**src/rtl/alu_control_sequencer.sv**
```systemverilog
// Hardwired T0-T6 control-step sequencer for the 3-bus datapath: fetch over a
// mem_ready handshake, decode IR, then drive the register ALU execute steps.
module alu_control_sequencer #(
  parameter int IRW    = 32,
  parameter int OPW    = 5,
  parameter int REGW   = 4,
  parameter int MEM_TO = 15
) (
  input  logic                 clk,
  input  logic                 clr,
  input  logic                 start,
  input  logic                 run,
  input  logic                 mem_ready,
  input  logic [IRW-1:0]       ir,
  output logic                 PCout,
  output logic                 MARin,
  output logic                 IncPC,
  output logic                 Zin,
  output logic                 Zlowout,
  output logic                 Zhighout,
  output logic                 PCin,
  output logic                 Read,
  output logic                 MDRin,
  output logic                 MDRout,
  output logic                 IRin,
  output logic                 Yin,
  output logic                 HIin,
  output logic                 LOin,
  output logic [(2**REGW)-1:0] Rin,
  output logic [(2**REGW)-1:0] Rout,
  output logic                 alu_en,
  output logic [OPW-1:0]       alu_op,
  output logic                 busy,
  output logic                 done,
  output logic                 illegal,
  output logic                 err
);

  localparam int NREG  = 2**REGW;
  localparam int CNTW  = $clog2(MEM_TO + 1);
  localparam int RA_HI = IRW - OPW - 1;
  localparam int RB_HI = RA_HI - REGW;
  localparam int RC_HI = RB_HI - REGW;

  typedef enum logic [3:0] {
    S_IDLE = 4'd0,
    S_T0   = 4'd1,
    S_T1   = 4'd2,
    S_T2   = 4'd3,
    S_T3   = 4'd4,
    S_T4   = 4'd5,
    S_T5   = 4'd6,
    S_T6   = 4'd7,
    S_DONE = 4'd8
  } state_e;

  typedef enum logic [1:0] {
    CLS_BIN     = 2'd0,
    CLS_MULDIV  = 2'd1,
    CLS_UNARY   = 2'd2,
    CLS_ILLEGAL = 2'd3
  } op_cls_e;

  typedef struct packed {
    logic pc_out;
    logic mar_in;
    logic inc_pc;
    logic z_in;
    logic zlow_out;
    logic zhigh_out;
    logic pc_in;
    logic read;
    logic mdr_in;
    logic mdr_out;
    logic ir_in;
    logic hi_in;
    logic lo_in;
  } ctl_t;

  localparam ctl_t CTL_NONE = {$bits(ctl_t){1'b0}};

  function automatic op_cls_e classify(input logic [OPW-1:0] op);
    case (op)
      OPW'(3), OPW'(4), OPW'(5), OPW'(6),
      OPW'(7), OPW'(8), OPW'(9), OPW'(10): classify = CLS_BIN;
      OPW'(15), OPW'(16):                  classify = CLS_MULDIV;
      OPW'(17), OPW'(18):                  classify = CLS_UNARY;
      default:                             classify = CLS_ILLEGAL;
    endcase
  endfunction

  function automatic logic [NREG-1:0] reg_sel(input logic [REGW-1:0] idx);
    reg_sel = {{(NREG-1){1'b0}}, 1'b1} << idx;
  endfunction

  state_e              state_r, state_next_s;
  logic [CNTW-1:0]     cnt_r, cnt_next_s;
  logic                timeout_s;
  ctl_t                ctl_r, ctl_next_s;
  logic [NREG-1:0]     rin_r, rin_next_s, rout_r, rout_next_s;
  logic                alu_en_r, alu_en_next_s;
  logic [OPW-1:0]      alu_op_r, alu_op_next_s;
  logic                busy_r, done_r, done_next_s;
  logic                illegal_r, illegal_next_s, err_r, err_next_s;
  logic [NREG-1:0]     t3_rout_s;
  logic                t3_yin_s;

  logic [OPW-1:0]      op_s;
  logic [REGW-1:0]     ra_s, rb_s, rc_s;
  op_cls_e             cls_s;
  logic                unused_ir_s;

  assign op_s        = ir[IRW-1 -: OPW];
  assign ra_s        = ir[RA_HI -: REGW];
  assign rb_s        = ir[RB_HI -: REGW];
  assign rc_s        = ir[RC_HI -: REGW];
  assign cls_s       = classify(op_s);
  assign unused_ir_s = ^ir[RC_HI-REGW:0];

  // Step sequencing and the T1 memory-wait timeout counter.
  always_comb begin
    state_next_s = state_r;
    cnt_next_s   = cnt_r;
    timeout_s    = 1'b0;
    case (state_r)
      S_IDLE: begin
        if (start) state_next_s = S_T0;
        else       state_next_s = S_IDLE;
      end
      S_T0: begin
        state_next_s = S_T1;
        cnt_next_s   = {CNTW{1'b0}};
      end
      S_T1: begin
        if (mem_ready) begin
          state_next_s = S_T2;
        end else if (cnt_r == CNTW'(MEM_TO - 1)) begin
          state_next_s = S_IDLE;
          timeout_s    = 1'b1;
          cnt_next_s   = {CNTW{1'b0}};
        end else begin
          cnt_next_s = cnt_r + CNTW'(1);
        end
      end
      S_T2: state_next_s = S_T3;
      S_T3: begin
        if (cls_s == CLS_ILLEGAL) state_next_s = S_DONE;
        else                      state_next_s = S_T4;
      end
      S_T4: state_next_s = S_T5;
      S_T5: begin
        if (cls_s == CLS_MULDIV) state_next_s = S_T6;
        else                     state_next_s = S_DONE;
      end
      S_T6: state_next_s = S_DONE;
      S_DONE: begin
        if (run) state_next_s = S_T0;
        else     state_next_s = S_IDLE;
      end
      default: begin
        state_next_s = S_IDLE;
        cnt_next_s   = {CNTW{1'b0}};
      end
    endcase
  end

  // Outputs for the step being entered, so the registered copies line up with state_r.
  always_comb begin
    ctl_next_s     = CTL_NONE;
    rin_next_s     = {NREG{1'b0}};
    rout_next_s    = {NREG{1'b0}};
    alu_en_next_s  = 1'b0;
    alu_op_next_s  = {OPW{1'b0}};
    done_next_s    = 1'b0;
    illegal_next_s = 1'b0;
    err_next_s     = 1'b0;
    case (state_next_s)
      S_IDLE: err_next_s = timeout_s;
      S_T0: begin
        ctl_next_s.pc_out = 1'b1;
        ctl_next_s.mar_in = 1'b1;
        ctl_next_s.inc_pc = 1'b1;
        ctl_next_s.z_in   = 1'b1;
      end
      S_T1: begin
        ctl_next_s.zlow_out = 1'b1;
        ctl_next_s.pc_in    = 1'b1;
        ctl_next_s.read     = 1'b1;
        ctl_next_s.mdr_in   = 1'b1;
      end
      S_T2: begin
        ctl_next_s.mdr_out = 1'b1;
        ctl_next_s.ir_in   = 1'b1;
      end
      // IR is only loaded as T3 begins, so the T3 strobes are decoded live below.
      S_T3: ctl_next_s = CTL_NONE;
      S_T4: begin
        rout_next_s     = (cls_s == CLS_BIN) ? reg_sel(rc_s) : reg_sel(rb_s);
        alu_en_next_s   = 1'b1;
        alu_op_next_s   = op_s;
        ctl_next_s.z_in = 1'b1;
      end
      S_T5: begin
        ctl_next_s.zlow_out = 1'b1;
        if (cls_s == CLS_MULDIV) ctl_next_s.lo_in = 1'b1;
        else                     rin_next_s = reg_sel(ra_s);
      end
      S_T6: begin
        ctl_next_s.zhigh_out = 1'b1;
        ctl_next_s.hi_in     = 1'b1;
      end
      S_DONE: begin
        done_next_s    = 1'b1;
        illegal_next_s = (cls_s == CLS_ILLEGAL);
      end
      default: ctl_next_s = CTL_NONE;
    endcase
  end

  // T3 operand fetch into Y, decoded from the freshly loaded IR.
  always_comb begin
    t3_rout_s = {NREG{1'b0}};
    t3_yin_s  = 1'b0;
    if (state_r == S_T3) begin
      case (cls_s)
        CLS_BIN: begin
          t3_rout_s = reg_sel(rb_s);
          t3_yin_s  = 1'b1;
        end
        CLS_MULDIV: begin
          t3_rout_s = reg_sel(ra_s);
          t3_yin_s  = 1'b1;
        end
        default: t3_yin_s = 1'b0;
      endcase
    end else begin
      t3_yin_s = 1'b0;
    end
  end

  // Sequencer state, wait counter and registered control outputs.
  always_ff @(posedge clk or negedge clr) begin
    if (!clr) begin
      state_r   <= S_IDLE;
      cnt_r     <= {CNTW{1'b0}};
      ctl_r     <= CTL_NONE;
      rin_r     <= {NREG{1'b0}};
      rout_r    <= {NREG{1'b0}};
      alu_en_r  <= 1'b0;
      alu_op_r  <= {OPW{1'b0}};
      busy_r    <= 1'b0;
      done_r    <= 1'b0;
      illegal_r <= 1'b0;
      err_r     <= 1'b0;
    end else begin
      state_r   <= state_next_s;
      cnt_r     <= cnt_next_s;
      ctl_r     <= ctl_next_s;
      rin_r     <= rin_next_s;
      rout_r    <= rout_next_s;
      alu_en_r  <= alu_en_next_s;
      alu_op_r  <= alu_op_next_s;
      busy_r    <= (state_next_s != S_IDLE);
      done_r    <= done_next_s;
      illegal_r <= illegal_next_s;
      err_r     <= err_next_s;
    end
  end

  assign PCout    = ctl_r.pc_out;
  assign MARin    = ctl_r.mar_in;
  assign IncPC    = ctl_r.inc_pc;
  assign Zin      = ctl_r.z_in;
  assign Zlowout  = ctl_r.zlow_out;
  assign Zhighout = ctl_r.zhigh_out;
  assign PCin     = ctl_r.pc_in;
  assign Read     = ctl_r.read;
  assign MDRin    = ctl_r.mdr_in;
  assign MDRout   = ctl_r.mdr_out;
  assign IRin     = ctl_r.ir_in;
  assign HIin     = ctl_r.hi_in;
  assign LOin     = ctl_r.lo_in;
  assign Yin      = t3_yin_s;
  assign Rin      = rin_r;
  assign Rout     = rout_r | t3_rout_s;
  assign alu_en   = alu_en_r;
  assign alu_op   = alu_op_r;
  assign busy     = busy_r;
  assign done     = done_r;
  assign illegal  = illegal_r;
  assign err      = err_r;

endmodule

```
**config.mk**
```make
export PLATFORM = sky130hd
export DESIGN_NAME = alu_control_sequencer
export DESIGN_NICKNAME = d
export VERILOG_FILES = /design/src/rtl/alu_control_sequencer.sv
export SDC_FILE = /design/constraint.sdc
export NUM_CORES = 1
export LEC_CHECK = 0
export BUFFER_PORTS_ARGS = -buffer_cell sky130_fd_sc_hd__buf_2
export CAP_MARGIN = 20
export CORE_ASPECT_RATIO = 0.6
export CORE_MARGIN = 10
export CORE_UTILIZATION = 50
export DETAILED_ROUTE_END_ITERATION = 10
export GPL_ROUTABILITY_DRIVEN = 0
export PLACE_DENSITY = 0.79
export SLEW_MARGIN = 20
export SYNTH_ARGS = -nofsm -noshare
export SYNTH_HDL_FRONTEND = slang
export SYNTH_SLANG_ARGS = --single-unit
```
**constraint.sdc**
```tcl
create_clock -name clk -period 4.33 [get_ports clk]
set_clock_uncertainty 0.15 [all_clocks]
set_input_delay 1.0825 -clock clk [delete_from_list [all_inputs] [get_ports clk]]
set_output_delay 1.0825 -clock clk [all_outputs]
set_load 0.02 [all_outputs]
```
==> flow_metrics.tcl <==
set metrics [dict create \
    worstPathCellList "buf_2 > ha_1 > or3b_1 > a31oi_4 > o21ai_4 > nor4b_4 > a221o_1 > buf_2" \
    fin_area_mm2 0.00353 \
    r2r-start "state_r[3]$_DFF_PN0_" \
    period_needed_ns 4.31 \
    ys_warn_count 0 \
    clk_latency_ns 0.33 \
    synthSimpleGateAreaFrac 0.264 \
    postCtsSetupRepairBufs 0 \
    grt_pass1_wl_mm 11.3 \
    crit_top_cell "buf_2" \
    critPathArrivalTime_ns 3.08 \
    endpoint_kind "output pin" \
    grt_use_total 0.157 \
    ios 93 \
    synth-edff-count 0 \
    syn_avg_cell_area_um2 10.2 \
    drive_above_1_share 0.335 \
    outcome "complete, no violations" \
    fillers 420 \
    slowest_stage "or3b_1" \
    ys_async_sr_fraction 1.00 \
    maxSlewViolCount 0 \
    wl_met2_mm 3.27 \
    synth_top_area_frac 0.511 \
    wirelength_met1_mm 3.37 \
    cp_max_fo 5 \
    maxCapViolations 0 \
    fmax_mhz 232 \
    routed.top_layer "met4" \
    final_cells 418 \
    synth_nets 315 \
    ir_drop_mv 0.227 \
    synth_top_family_by_area "simple AND/OR/NAND/NOR gates" \
    layout_commonest_cell "buf_2" \
    antenna_cells 0 \
    synth_compound_area_frac 0.156 \
    crit_path_start "ir[27]" \
    hold_viol 0 \
    num_vias 2440 \
    layout_common_cells "77 x buf_2, 57 x dfrtp_1, 29 x nor2_1" \
    grt-ovfl-total 0 \
    synth_flop_cell "dfrtp_1" \
    synth_mux_area_frac 0.00359 \
    antenna_found_initial 0 \
    synthXorXnorAreaFrac 0 \
    wl_met3_um 755 \
    nNetsFinal 389 \
    power.density_mw_per_mm2 479 \
    multi_input_area_mm2 0.00134 \
    hold_path_class "flip-flop to flip-flop" \
    cts_tree "yes" \
    grt_max_degree 33 \
    syn2layout_area_growth_pct 26.7 \
    synth.area.top_cells "dfrtp_1 51%, a221o_1 5.7%, nor2_1 3.9%" \
    core_mm2 0.00523 \
    first_pass_iters 4 \
    die_w_um 116 \
    drt-initial-drc-count 199 \
    placed_cell_area_mm2 0.00319 \
    start_util 0.533 \
    routed_wl_mm 7.47 \
    synthCells 273 \
    synth_cell_type_count 47 \
    die_area_mm2 0.00907 \
    cpPeakStageDelay_ns 0.44 \
    clock-sinks 57 \
    crit_required_ns 3.10 \
    syn-cell-area_mm2 0.00279 \
    cts_buffer_depth 2 \
    die_h_um 77.9 \
    ys_seq_elements 57 \
    wl_per_cell_um 17.9 \
    fin_crit_sh 0.996 \
    dp.cells 402 \
    port_buffers 77 \
    hpwl_mm 5.39 \
    final_antenna_net_count 0 \
    setup_viol 0 \
    power_mw 1.69 \
    grt_pass1_vias 2233 \
    worst_setup_path_start_kind "primary input" \
    maxSlewHeadroom 0.346 \
    cts_made_buffers 9 \
    area.sequential_mm2 0.00143 \
    fin_util 0.676 \
    cts_htree_levels 3 \
    placementRows 20 \
    min_from "cnt_r[3]$_DFFE_PN0P_" \
    root_buffer "clkbuf_8" \
    drc 0 \
    synth_fa_ha_area_frac 0.0224 \
    yosysTopAreaCell "dfrtp_1" \
    vias_per_cell 5.84 \
    path_clk_slew_ns 0.07 \
    critical_path_class "primary input to output pin" \
    seq_area_frac_synth 0.511 \
    worst_pin_slew_ns 0.981 \
    p_leak_nw 1.72 \
]
[sequential cells by signal, indices dropped and copies added, names as in the netlist]
signal   flops
HIin         1
IRin         1
IncPC        1
LOin         1
MDRin        1
Rin         16
Zin          1
Zlowout      1
alu_en       1
alu_op       5
busy         1
cnt_r        4
done         1
err          1
illegal      1
rout_r      16
state_r      4
[what timing repair did]
item | in CTS | in global routing
pin swaps | 0 | 1
setup endpoints to repair | 5 | 16
gates resized for setup | 1 | 15
hold buffers | 0 | 0
[per-stage QoR]
step | hold WS [ns] | setup WS (ns) | setup TNS [ns]
final | 0.391 | 0.0159 | 0
after global routing | 0.413 | -0.0143 | -0.0143
after detailed placement | 0.370 | -0.0523 | -0.203
after CTS | 0.388 | -0.0296 | -0.0536
after global placement | 0.373 | 0.0262 | 0
after floorplan | 0.351 | 0.334 | 0
[cells by family after synthesis]
logic type,after synthesis
adder cells (fa/ha/maj),5
AO/OA/AOI/OAI,58
AND/OR/NAND/NOR,128
flip-flops,57
multiplexers,1
buffers and inverters,24
[report_power, final]
| part | internal [mW] | total (mW) | switching [mW] |
|---|---|---|---|
| registers | 0.590 | 0.646 | 0.0562 |
| clock network | 0.395 | 0.604 | 0.209 |
| logic | 0.154 | 0.443 | 0.289 |
| total | 1.14 | 1.69 | 0.555 |
[routing by layer]
layer  up-vias  GRT usage
met5         -          0
met4         0     0.0473
met3         5     0.0584
met2       100      0.219
met1      1185      0.218
li1       1150          -
[critical path: cells and delay by family]
family | cells | cell delay (ns)
simple gates | 2 | 0.84
compound gates | 3 | 0.64
buf+inv | 2 | 0.30
fa+ha+maj | 1 | 0.23
[Yosys cell counts, types with 2 or more instances]
master     n
o21ba_1    2
nand4b_1   8
nand2_1   15
ha_1       5
a221o_1   16
nand3_1    9
or2_2      3
o21ai_0    4
nor2_1    29
nor2b_1    5
dfrtp_1   57
nor4_1     3
buf_4      6
o21a_1     2
o21bai_1   3
nor4b_2    2
nor3_1     8
and2_1     7
or3_1     11
o21ai_1    2
clkbuf_1   6
or4_1      6
o311ai_1   2
inv_1      4
nand4_1    4
nand2b_1  11
buf_1      6
a21oi_1   18
[worst paths after layout]
check	endpoint	slack, ns	depth (start not counted)
max	Rout[7]	0.02	8
min	cnt_r[3]$_DFFE_PN0P_	0.39	1
max reg2reg	busy$_DFF_PN0_	2.26	5
min reg2reg	cnt_r[3]$_DFFE_PN0P_	0.39	1
max in group asynchronous	Rin[5]$_DFF_PN0_	2.62	2
min in group asynchronous	rout_r[0]$_DFF_PN0_	0.62	1
[cell type report]
class                      instances  share of cell area
clock buffer                      10              0.0389
sequential                        57               0.404
multi-input combinational        192               0.379
tap                               66              0.0234
timing repair buffer              82               0.120
inverter                           5             0.00531
clock inverter                     6              0.0297
Power figures use the tool's default switching activity.
